File: config.mk
export PLATFORM = sky130hd
export DESIGN_NAME = alu
export DESIGN_NICKNAME = d
export VERILOG_FILES = /design/src/rtl/alu.sv
export SDC_FILE = /design/constraint.sdc
export NUM_CORES = 1
export LEC_CHECK = 0
export CORE_UTILIZATION = 60
export DETAILED_ROUTE_END_ITERATION = 6
export GPL_TIMING_DRIVEN = 0
export PLACE_DENSITY = 0.85
export SLEW_MARGIN = 0
export SYNTH_ARGS = -nofsm -noshare
export SYNTH_HDL_FRONTEND = slang
export SYNTH_SLANG_ARGS = --single-unit
File: constraint.sdc
create_clock -name clk -period 0.8 [get_ports clk]
set_input_delay 0.08 -clock clk [delete_from_list [all_inputs] [get_ports clk]]
set_output_delay 0.08 -clock clk [all_outputs]
set_load 0.01 [all_outputs]
File: src/rtl/alu.sv
// ============================================================================
// Module   : alu
// Purpose  : Registered 32-bit integer ALU with signed multiply and status
//            flags. The multiplier is built only when ALU_MULT_EN is defined.
// Revision : 1.0 - initial release
// ============================================================================
`default_nettype none

module alu (
  input  logic        clk,
  input  logic        rst_n,
  input  logic [31:0] inp1,
  input  logic [31:0] inp2,
  input  logic [3:0]  code,
  output logic [31:0] outp,
  output logic [31:0] mult_high,
  output logic [31:0] mult_low,
  output logic        zflag,
  output logic        carryflag,
  output logic        ovfflag,
  output logic        signflag
);

  localparam logic [3:0] C_OP_ADD   = 4'b0000;
  localparam logic [3:0] C_OP_SUB   = 4'b0001;
  localparam logic [3:0] C_OP_AND   = 4'b0010;
  localparam logic [3:0] C_OP_MUL   = 4'b0011;
  localparam logic [3:0] C_OP_OR    = 4'b0100;
  localparam logic [3:0] C_OP_XOR   = 4'b0101;
  localparam logic [3:0] C_OP_NOT   = 4'b0110;
  localparam logic [3:0] C_OP_SLL   = 4'b0111;
  localparam logic [3:0] C_OP_SRL   = 4'b1000;
  localparam logic [3:0] C_OP_SRA   = 4'b1001;
  localparam logic [3:0] C_OP_NEG   = 4'b1010;
  localparam logic [3:0] C_OP_SLT   = 4'b1011;
  localparam logic [3:0] C_OP_SLTU  = 4'b1100;
  localparam logic [3:0] C_OP_PASSB = 4'b1101;

  logic [4:0]         w_shamt;
  logic [32:0]        w_add;
  logic [31:0]        w_sub;
  logic [31:0]        w_neg;
  // Shifts carry one extra bit so the last shifted-out bit falls out for free.
  logic [32:0]        w_sll;
  logic [32:0]        w_srl;
  logic signed [32:0] w_sra;

  assign w_shamt = inp2[4:0];
  assign w_add   = {1'b0, inp1} + {1'b0, inp2};
  assign w_sub   = inp1 - inp2;
  assign w_neg   = 32'd0 - inp1;
  assign w_sll   = {1'b0, inp1} << w_shamt;
  assign w_srl   = {inp1, 1'b0} >> w_shamt;
  assign w_sra   = $signed({inp1, 1'b0}) >>> w_shamt;

`ifdef ALU_MULT_EN
  logic signed [63:0] w_prod;
  assign w_prod = $signed(inp1) * $signed(inp2);
`endif

  logic [31:0] w_res;
  logic [31:0] w_hi;
  logic [31:0] w_lo;
  logic        w_c;
  logic        w_v;
  logic        w_z;
  logic        w_s;
  logic        w_known;
  logic        w_mul;

  always_comb begin
    w_res   = '0;
    w_hi    = '0;
    w_lo    = '0;
    w_c     = 1'b0;
    w_v     = 1'b0;
    w_known = 1'b1;
    w_mul   = 1'b0;
    case (code)
      C_OP_ADD: begin
        w_res = w_add[31:0];
        w_c   = w_add[32];
        w_v   = (inp1[31] == inp2[31]) && (w_add[31] != inp1[31]);
      end
      C_OP_SUB: begin
        w_res = w_sub;
        w_c   = inp1 < inp2;
        w_v   = (inp1[31] != inp2[31]) && (w_sub[31] != inp1[31]);
      end
      C_OP_AND:   w_res = inp1 & inp2;
`ifdef ALU_MULT_EN
      C_OP_MUL: begin
        w_mul = 1'b1;
        w_hi  = w_prod[63:32];
        w_lo  = w_prod[31:0];
        w_res = w_prod[31:0];
        w_v   = w_prod[63:32] != {32{w_prod[31]}};
      end
`endif
      C_OP_OR:    w_res = inp1 | inp2;
      C_OP_XOR:   w_res = inp1 ^ inp2;
      C_OP_NOT:   w_res = ~inp1;
      C_OP_SLL: begin
        w_res = w_sll[31:0];
        w_c   = w_sll[32];
      end
      C_OP_SRL: begin
        w_res = w_srl[32:1];
        w_c   = w_srl[0];
      end
      C_OP_SRA: begin
        w_res = w_sra[32:1];
        w_c   = w_sra[0];
      end
      C_OP_NEG: begin
        w_res = w_neg;
        w_c   = inp1 != 32'd0;
        w_v   = inp1 == 32'h8000_0000;
      end
      C_OP_SLT:   w_res = {31'd0, $signed(inp1) < $signed(inp2)};
      C_OP_SLTU:  w_res = {31'd0, inp1 < inp2};
      C_OP_PASSB: w_res = inp2;
      default:    w_known = 1'b0;
    endcase
    // mult_high is zero for every non-MUL op, so one test covers both cases.
    w_z = w_known && (w_res == 32'd0) && (w_hi == 32'd0);
    w_s = w_known && (w_mul ? w_hi[31] : w_res[31]);
  end

  logic [31:0] r_outp;
  logic [31:0] r_hi;
  logic [31:0] r_lo;
  logic        r_z;
  logic        r_c;
  logic        r_v;
  logic        r_s;

  always_ff @(posedge clk or negedge rst_n) begin
    if (!rst_n) begin
      r_outp <= '0;
      r_hi   <= '0;
      r_lo   <= '0;
      r_z    <= 1'b0;
      r_c    <= 1'b0;
      r_v    <= 1'b0;
      r_s    <= 1'b0;
    end else begin
      r_outp <= w_res;
      r_hi   <= w_hi;
      r_lo   <= w_lo;
      r_z    <= w_z;
      r_c    <= w_c;
      r_v    <= w_v;
      r_s    <= w_s;
    end
  end

  assign outp      = r_outp;
  assign mult_high = r_hi;
  assign mult_low  = r_lo;
  assign zflag     = r_z;
  assign carryflag = r_c;
  assign ovfflag   = r_v;
  assign signflag  = r_s;

endmodule

`default_nettype wire

==> results of run 1 <==
per-layer routing:
layer,GRT usage (%),overflow
met2,90.0,22
met4,70.3,21
met3,63.2,1
met5,37.5,0
met1,76.0,0
kinds of logic after synthesis:
group                      Yosys count  synth area share [%]
xor gates and xnor gates            32                  2.07
buffers and inverters              346                  12.4
AOI/OAI and AO/OA                  574                  29.6
DFF                                 36                  6.65
and+or+nand+nor                    605                  22.4
other                                1                0.0277
adders and majority gates          113                  10.5
muxes                              152                  16.3
timing repair:
| action | 4_1_cts |
|---|---|
| buffers inserted | 89 |
| endpoints found under the setup margin | 72 |
| resized for setup | 726 |
| hold endpoints to repair | 36 |
| pin swaps | 96 |
| cloned | 0 |
per-stage QoR:
step | hold slack, ns | cell area, sq um | setup slack (ns) | utilization, % | instances
after floorplan | -0.216 | 14200 | -3.05 | - | 1922
after global placement | 0.879 | 15600 | -4.68 | 70.8 | 2305
after detailed placement | 0.236 | 15600 | -4.74 | 70.8 | 2305
after CTS | -0.0924 | 17900 | -3.19 | 81.5 | 2396
cell usage after synthesis, drive strengths merged, types with 8 or more instances:
cell type / n
a21oi: 102
and3: 12
o21bai: 8
o31ai: 12
nand4: 17
o22ai: 42
nand3: 37
nor2b: 23
o211ai: 32
nor4: 30
or4: 14
o221ai: 16
mux2i: 74
inv: 104
o2111ai: 8
a222oi: 8
o21a: 9
or2: 12
nor3: 47
nor2: 149
nand2b: 25
xnor2: 29
a2bb2oi: 8
a22oi: 16
a211o: 13
dfrtp: 36
a221o: 11
a31oi: 25
a221oi: 18
or3: 14
o21ai: 101
buf: 132
mux2: 28
ha: 111
clkbuf: 110
nand2: 168
o311ai: 12
mux4: 50
a21o: 19
a211oi: 38
and2: 15
==> impl_results.rst, run 1 <==
.. list-table::
   :header-rows: 1

   * - Metric
     - Value
   * - Clock tree sinks
     - 36
   * - Detailed placement HPWL
     - 51700 microns
   * - Async SR Flop Fraction
     - 100%
   * - Largest buffer count on any clock path
     - 2
   * - Sequential-to-total area share from yosys stat
     - 6.65%
   * - Error Message
     - [ERROR GRT-0116] Global routing finished with congestion. Check the congestion regions in the DRC Viewer.
   * - Proportion of netlist area held by the largest area contributor
     - 10.3%
   * - Total global routing track utilization
     - 75.3%
   * - Yosys cell types
     - 98
   * - #FFs+latches synth
     - 36
   * - H-Tree Depth
     - 2
   * - Synthesized instance count
     - 1859
   * - Root Buffer Master
     - sky130_fd_sc_hd__clkbuf_16
   * - Remaining global-route overflow
     - 44
   * - Mapped cell area
     - 13500 sq um
   * - Number of warning messages in the yosys log
     - 0
   * - Row cnt
     - 54
   * - Largest net degree at the start of global routing
     - 37
   * - Prevailing post-synth register cell
     - sky130_fd_sc_hd__dfrtp_1
   * - Vertical extent of the die
     - 152 microns
   * - Final weighted congestion in routability-driven placement
     - 1.43
   * - Outcome
     - stopped before the end
   * - Failing step
     - global routing
   * - Top post-synthesis cells by area
     - sky130_fd_sc_hd__ha_1, sky130_fd_sc_hd__mux4_2, sky130_fd_sc_hd__dfrtp_1
   * - Input/output buffers
     - 103
   * - Width of the chip
     - 152 microns
   * - Mean instance size in the synthesized netlist
     - 7.29 sq um
   * - Starting utilization of the core area
     - 61.7%
   * - Global-route wire length before repair
     - 130000 microns
   * - Synth area leader
     - sky130_fd_sc_hd__ha_1
   * - # IOs
     - 170
   * - Number of enable flip-flop cells after synthesis
     - 0
   * - Number of global-route vias before repair
     - 21000
   * - Num CTS Buffers
     - 5
==> inputs of run 2 (changes only) <==
--- a/config.mk
+++ b/config.mk
@@ -5,10 +5,10 @@
 export SDC_FILE = /design/constraint.sdc
 export NUM_CORES = 1
 export LEC_CHECK = 0
-export CORE_UTILIZATION = 60
+export CORE_UTILIZATION = 40
 export DETAILED_ROUTE_END_ITERATION = 6
 export GPL_TIMING_DRIVEN = 0
-export PLACE_DENSITY = 0.85
+export PLACE_DENSITY_LB_ADDON = 0.15
 export SLEW_MARGIN = 0
 export SYNTH_ARGS = -nofsm -noshare
 export SYNTH_HDL_FRONTEND = slang
==> impl_results.rst, run 2 <==
.. list-table::
   :header-rows: 1

   * - Metric
     - Value
   * - Outcome
     - finished, violations left (was stopped before the end)
   * - Violations in the final reports
     - DRC, hold timing, setup timing
   * - Commonest cells after routing, fill and taps aside
     - sky130_fd_sc_hd__buf_4, sky130_fd_sc_hd__nand2_1, sky130_fd_sc_hd__nor2_1
   * - Total setup violations reported at the end of the flow
     - 72
   * - Maximum fanout count along the critical path
     - 10
   * - Width of the chip
     - 186 microns (was 152 microns)
   * - Worst setup margin
     - -3.31 ns
   * - Remaining global-route overflow
     - 0
   * - Die ar.
     - 34600 sq um
   * - Detailed placement HPWL
     - 67400 microns (was 51700 microns)
   * - Number of antenna violations at the first check in global routing
     - 5
   * - Prevailing post-synth register cell
     - sky130_fd_sc_hd__dfrtp_1 (unchanged)
   * - RSZ-0062 raised after global routing
     - true
   * - Kind of critical path
     - in2reg
   * - Final instance area
     - 19800 sq um
   * - Per-cell via count in the routed design
     - 7.24
   * - Largest buffer count on any clock path
     - 2 (unchanged)
   * - Transition time of the tightest slew-check pin
     - 0.996 ns
   * - TritonCTS clock tree
     - yes
   * - Max FFs per register
     - 32
   * - Starting utilization of the core area
     - 40.5% (was 61.7%)
   * - Total global routing track utilization
     - 51.8%
   * - Category of the worst setup path launch point
     - input pin
   * - # IOs
     - 170 (unchanged)
   * - Mean instance size in the synthesized netlist
     - 7.29 sq um (unchanged)
   * - Post-layout nets
     - 2366
   * - Post-layout power
     - 19.0 mW
   * - Number of search-and-repair iterations in the first detailed-routing pass
     - 7
   * - Global-route wire length before repair
     - 127000 microns
   * - Sequential-to-total area share from yosys stat
     - 6.65% (unchanged)
   * - Data arrival time of the critical path
     - 4.36 ns
   * - Utilization of the core after routing
     - 59.3%
   * - Mapped cell area
     - 13500 sq um (unchanged)
   * - Worst min-delay path category
     - in2async
   * - #FFs+latches synth
     - 36 (unchanged)
   * - Most frequently used cell type in the post-synthesis netlist
     - sky130_fd_sc_hd__nand2_1 (unchanged)
   * - Number of enable flip-flop cells after synthesis
     - 0 (unchanged)
   * - Worst Hold Margin
     - -0.114 ns
   * - Standard cell area after detailed placement
     - 15800 sq um (was 15600 sq um)
   * - Synthesized instance count
     - 1859 (unchanged)
   * - WP data required
     - 1.04 ns
   * - Shortest period the worst path allows
     - 4.11 ns
   * - Vertical extent of the die
     - 186 microns (was 152 microns)
   * - Async SR Flop Fraction
     - 100% (unchanged)
   * - Max-slew headroom
     - 33.6%
   * - DRC violation count after routing
     - 30
   * - Num CTS Buffers
     - 5 (unchanged)
   * - Pins over their slew limit
     - 0
   * - Number of warning messages in the yosys log
     - 0 (unchanged)
   * - Clock-pin slew reported for the worst setup and hold paths after clock tree synthesis
     - 0.07 ns
   * - Number of global-route vias before repair
     - 17800
   * - H-Tree Depth
     - 2 (unchanged)
   * - Worst setup path start
     - inp1[19]
   * - Input/output buffers
     - 103 (unchanged)
   * - Area added between synthesis and finish
     - 46.5%
   * - CORE AREA
     - 33400 sq um
   * - Leakage Power
     - 8.29 nW
   * - Share of the cycle needed by the critical path after routing
     - 514%
   * - Max-Cap Viols
     - 0
   * - Total length of routed wires
     - 91500 microns
   * - Most common cell after layout, fill and taps aside
     - sky130_fd_sc_hd__buf_4
   * - Row cnt
     - 67 (was 54)
   * - Share of post-route cells with drive strength above 1
     - 37.2%
   * - Hold Fails Final Rpt
     - 36
   * - Crit path capture type
     - flip-flop
   * - Final weighted congestion in routability-driven placement
     - 1.12 (was 1.43)
   * - Detail Route Antenna Nets
     - 0
   * - Post-DR wirelength/cell
     - 34.7 microns
   * - Yosys cell types
     - 98 (unchanged)
   * - Maximum VDD drop
     - 0.974 mV
   * - Largest net degree at the start of global routing
     - 37
   * - Vias post-DR
     - 19100
   * - Synth area leader
     - sky130_fd_sc_hd__ha_1 (unchanged)
   * - Post-synth top cells
     - sky130_fd_sc_hd__nand2_1, sky130_fd_sc_hd__nor2_1, sky130_fd_sc_hd__ha_1 (unchanged)
   * - Proportion of netlist area held by the largest area contributor
     - 10.3% (unchanged)
   * - Root Buffer Master
     - sky130_fd_sc_hd__clkbuf_16 (unchanged)
   * - Maximum frequency from static timing analysis
     - 0.243 GHz
   * - Power density over the cells
     - 956 nW/um^2
   * - Starting DRT DRC Count
     - 3060
   * - Top post-synthesis cells by area
     - sky130_fd_sc_hd__ha_1, sky130_fd_sc_hd__mux4_2, sky130_fd_sc_hd__dfrtp_1 (unchanged)
   * - Clock tree sinks
     - 36 (unchanged)
[run 2: where the power goes]
part	leakage, nW	total, mW	internal (mW)	switching, mW
logic	7.77	14.3	5.75	8.57
registers	0.443	2.20	2.10	0.0992
clock network	0.0809	2.45	1.47	0.976
[run 2: logic make-up after synthesis]
kind of cell / synth area share [%]
xor gates and xnor gates: 2.07
and+or+nand+nor: 22.4
buffers and inverters: 12.4
adders and majority gates: 10.5
muxes: 16.3
other: 0.0277
DFF: 6.65
AOI/OAI and AO/OA: 29.6
[run 2: final timing paths]
check	to	cells after the start
setup / recovery	zflag	14
hold / removal	ovfflag	1
max in group asynchronous	outp[11]	1
min in group clk	outp[8]	5
[run 2: layer usage]
metal | wire length [microns] | up-vias | global-route usage, %
met3 | 14600 | 602 | 24.1
met5 | 164 | - | 3.26
met4 | 8170 | 10 | 34.2
met1 | 32800 | 8984 | 61.7
li1 | - | 7530 | -
met2 | 35700 | 1962 | 73.5
[run 2: cell type report]
class | instances | area [sq um]
antenna | 3 | 7.51
buffer | 235 | 2360
clock buffer | 6 | 129
clock inverter | 2 | 35.0
fill | 3025 | 13600
inverter | 104 | 467
multi-input combinational | 1540 | 13100
sequential | 36 | 901
tap | 448 | 561
timing repair buffer | 261 | 2250
[run 2: through the flow]
stage,hold slack [ns],setup WS [ns],setup TNS (ns),instances
3_3_place_gp,0.880,-4.92,-180.82,2473
5_1_grt,-0.0373,-3.36,-79.30,2632
2_1_floorplan,-0.216,-3.05,-63.64,1922
6_report,-0.114,-3.31,-77.05,2635
3_5_place_dp,0.239,-4.93,-132.84,2475
4_1_cts,-0.0739,-3.18,-71.75,2599
[run 2: critical path, stage by stage]
cell	delay (ns)
sky130_fd_sc_hd__clkdlybuf4s15_2	0.37
sky130_fd_sc_hd__clkbuf_8	0.28
sky130_fd_sc_hd__inv_1	0.23
sky130_fd_sc_hd__ha_1	0.47
sky130_fd_sc_hd__clkbuf_2	0.31
sky130_fd_sc_hd__nand4_1	0.29
sky130_fd_sc_hd__o21ai_0	0.24
sky130_fd_sc_hd__o21ai_0	0.16
sky130_fd_sc_hd__nor4_2	0.34
sky130_fd_sc_hd__a31oi_1	0.12
sky130_fd_sc_hd__or4_4	0.57
sky130_fd_sc_hd__or4_4	0.46
sky130_fd_sc_hd__nor4_4	0.22
sky130_fd_sc_hd__and4_1	0.19
[run 2: repair_timing]
action	CTS	global route
setup endpoints to repair	72	72
pin swaps	82	64
cloned	2	0
gates resized for setup	837	152
endpoints found under the hold margin	36	36
buffers inserted	120	41
No activity file was read; power rests on OpenSTA's default activity.
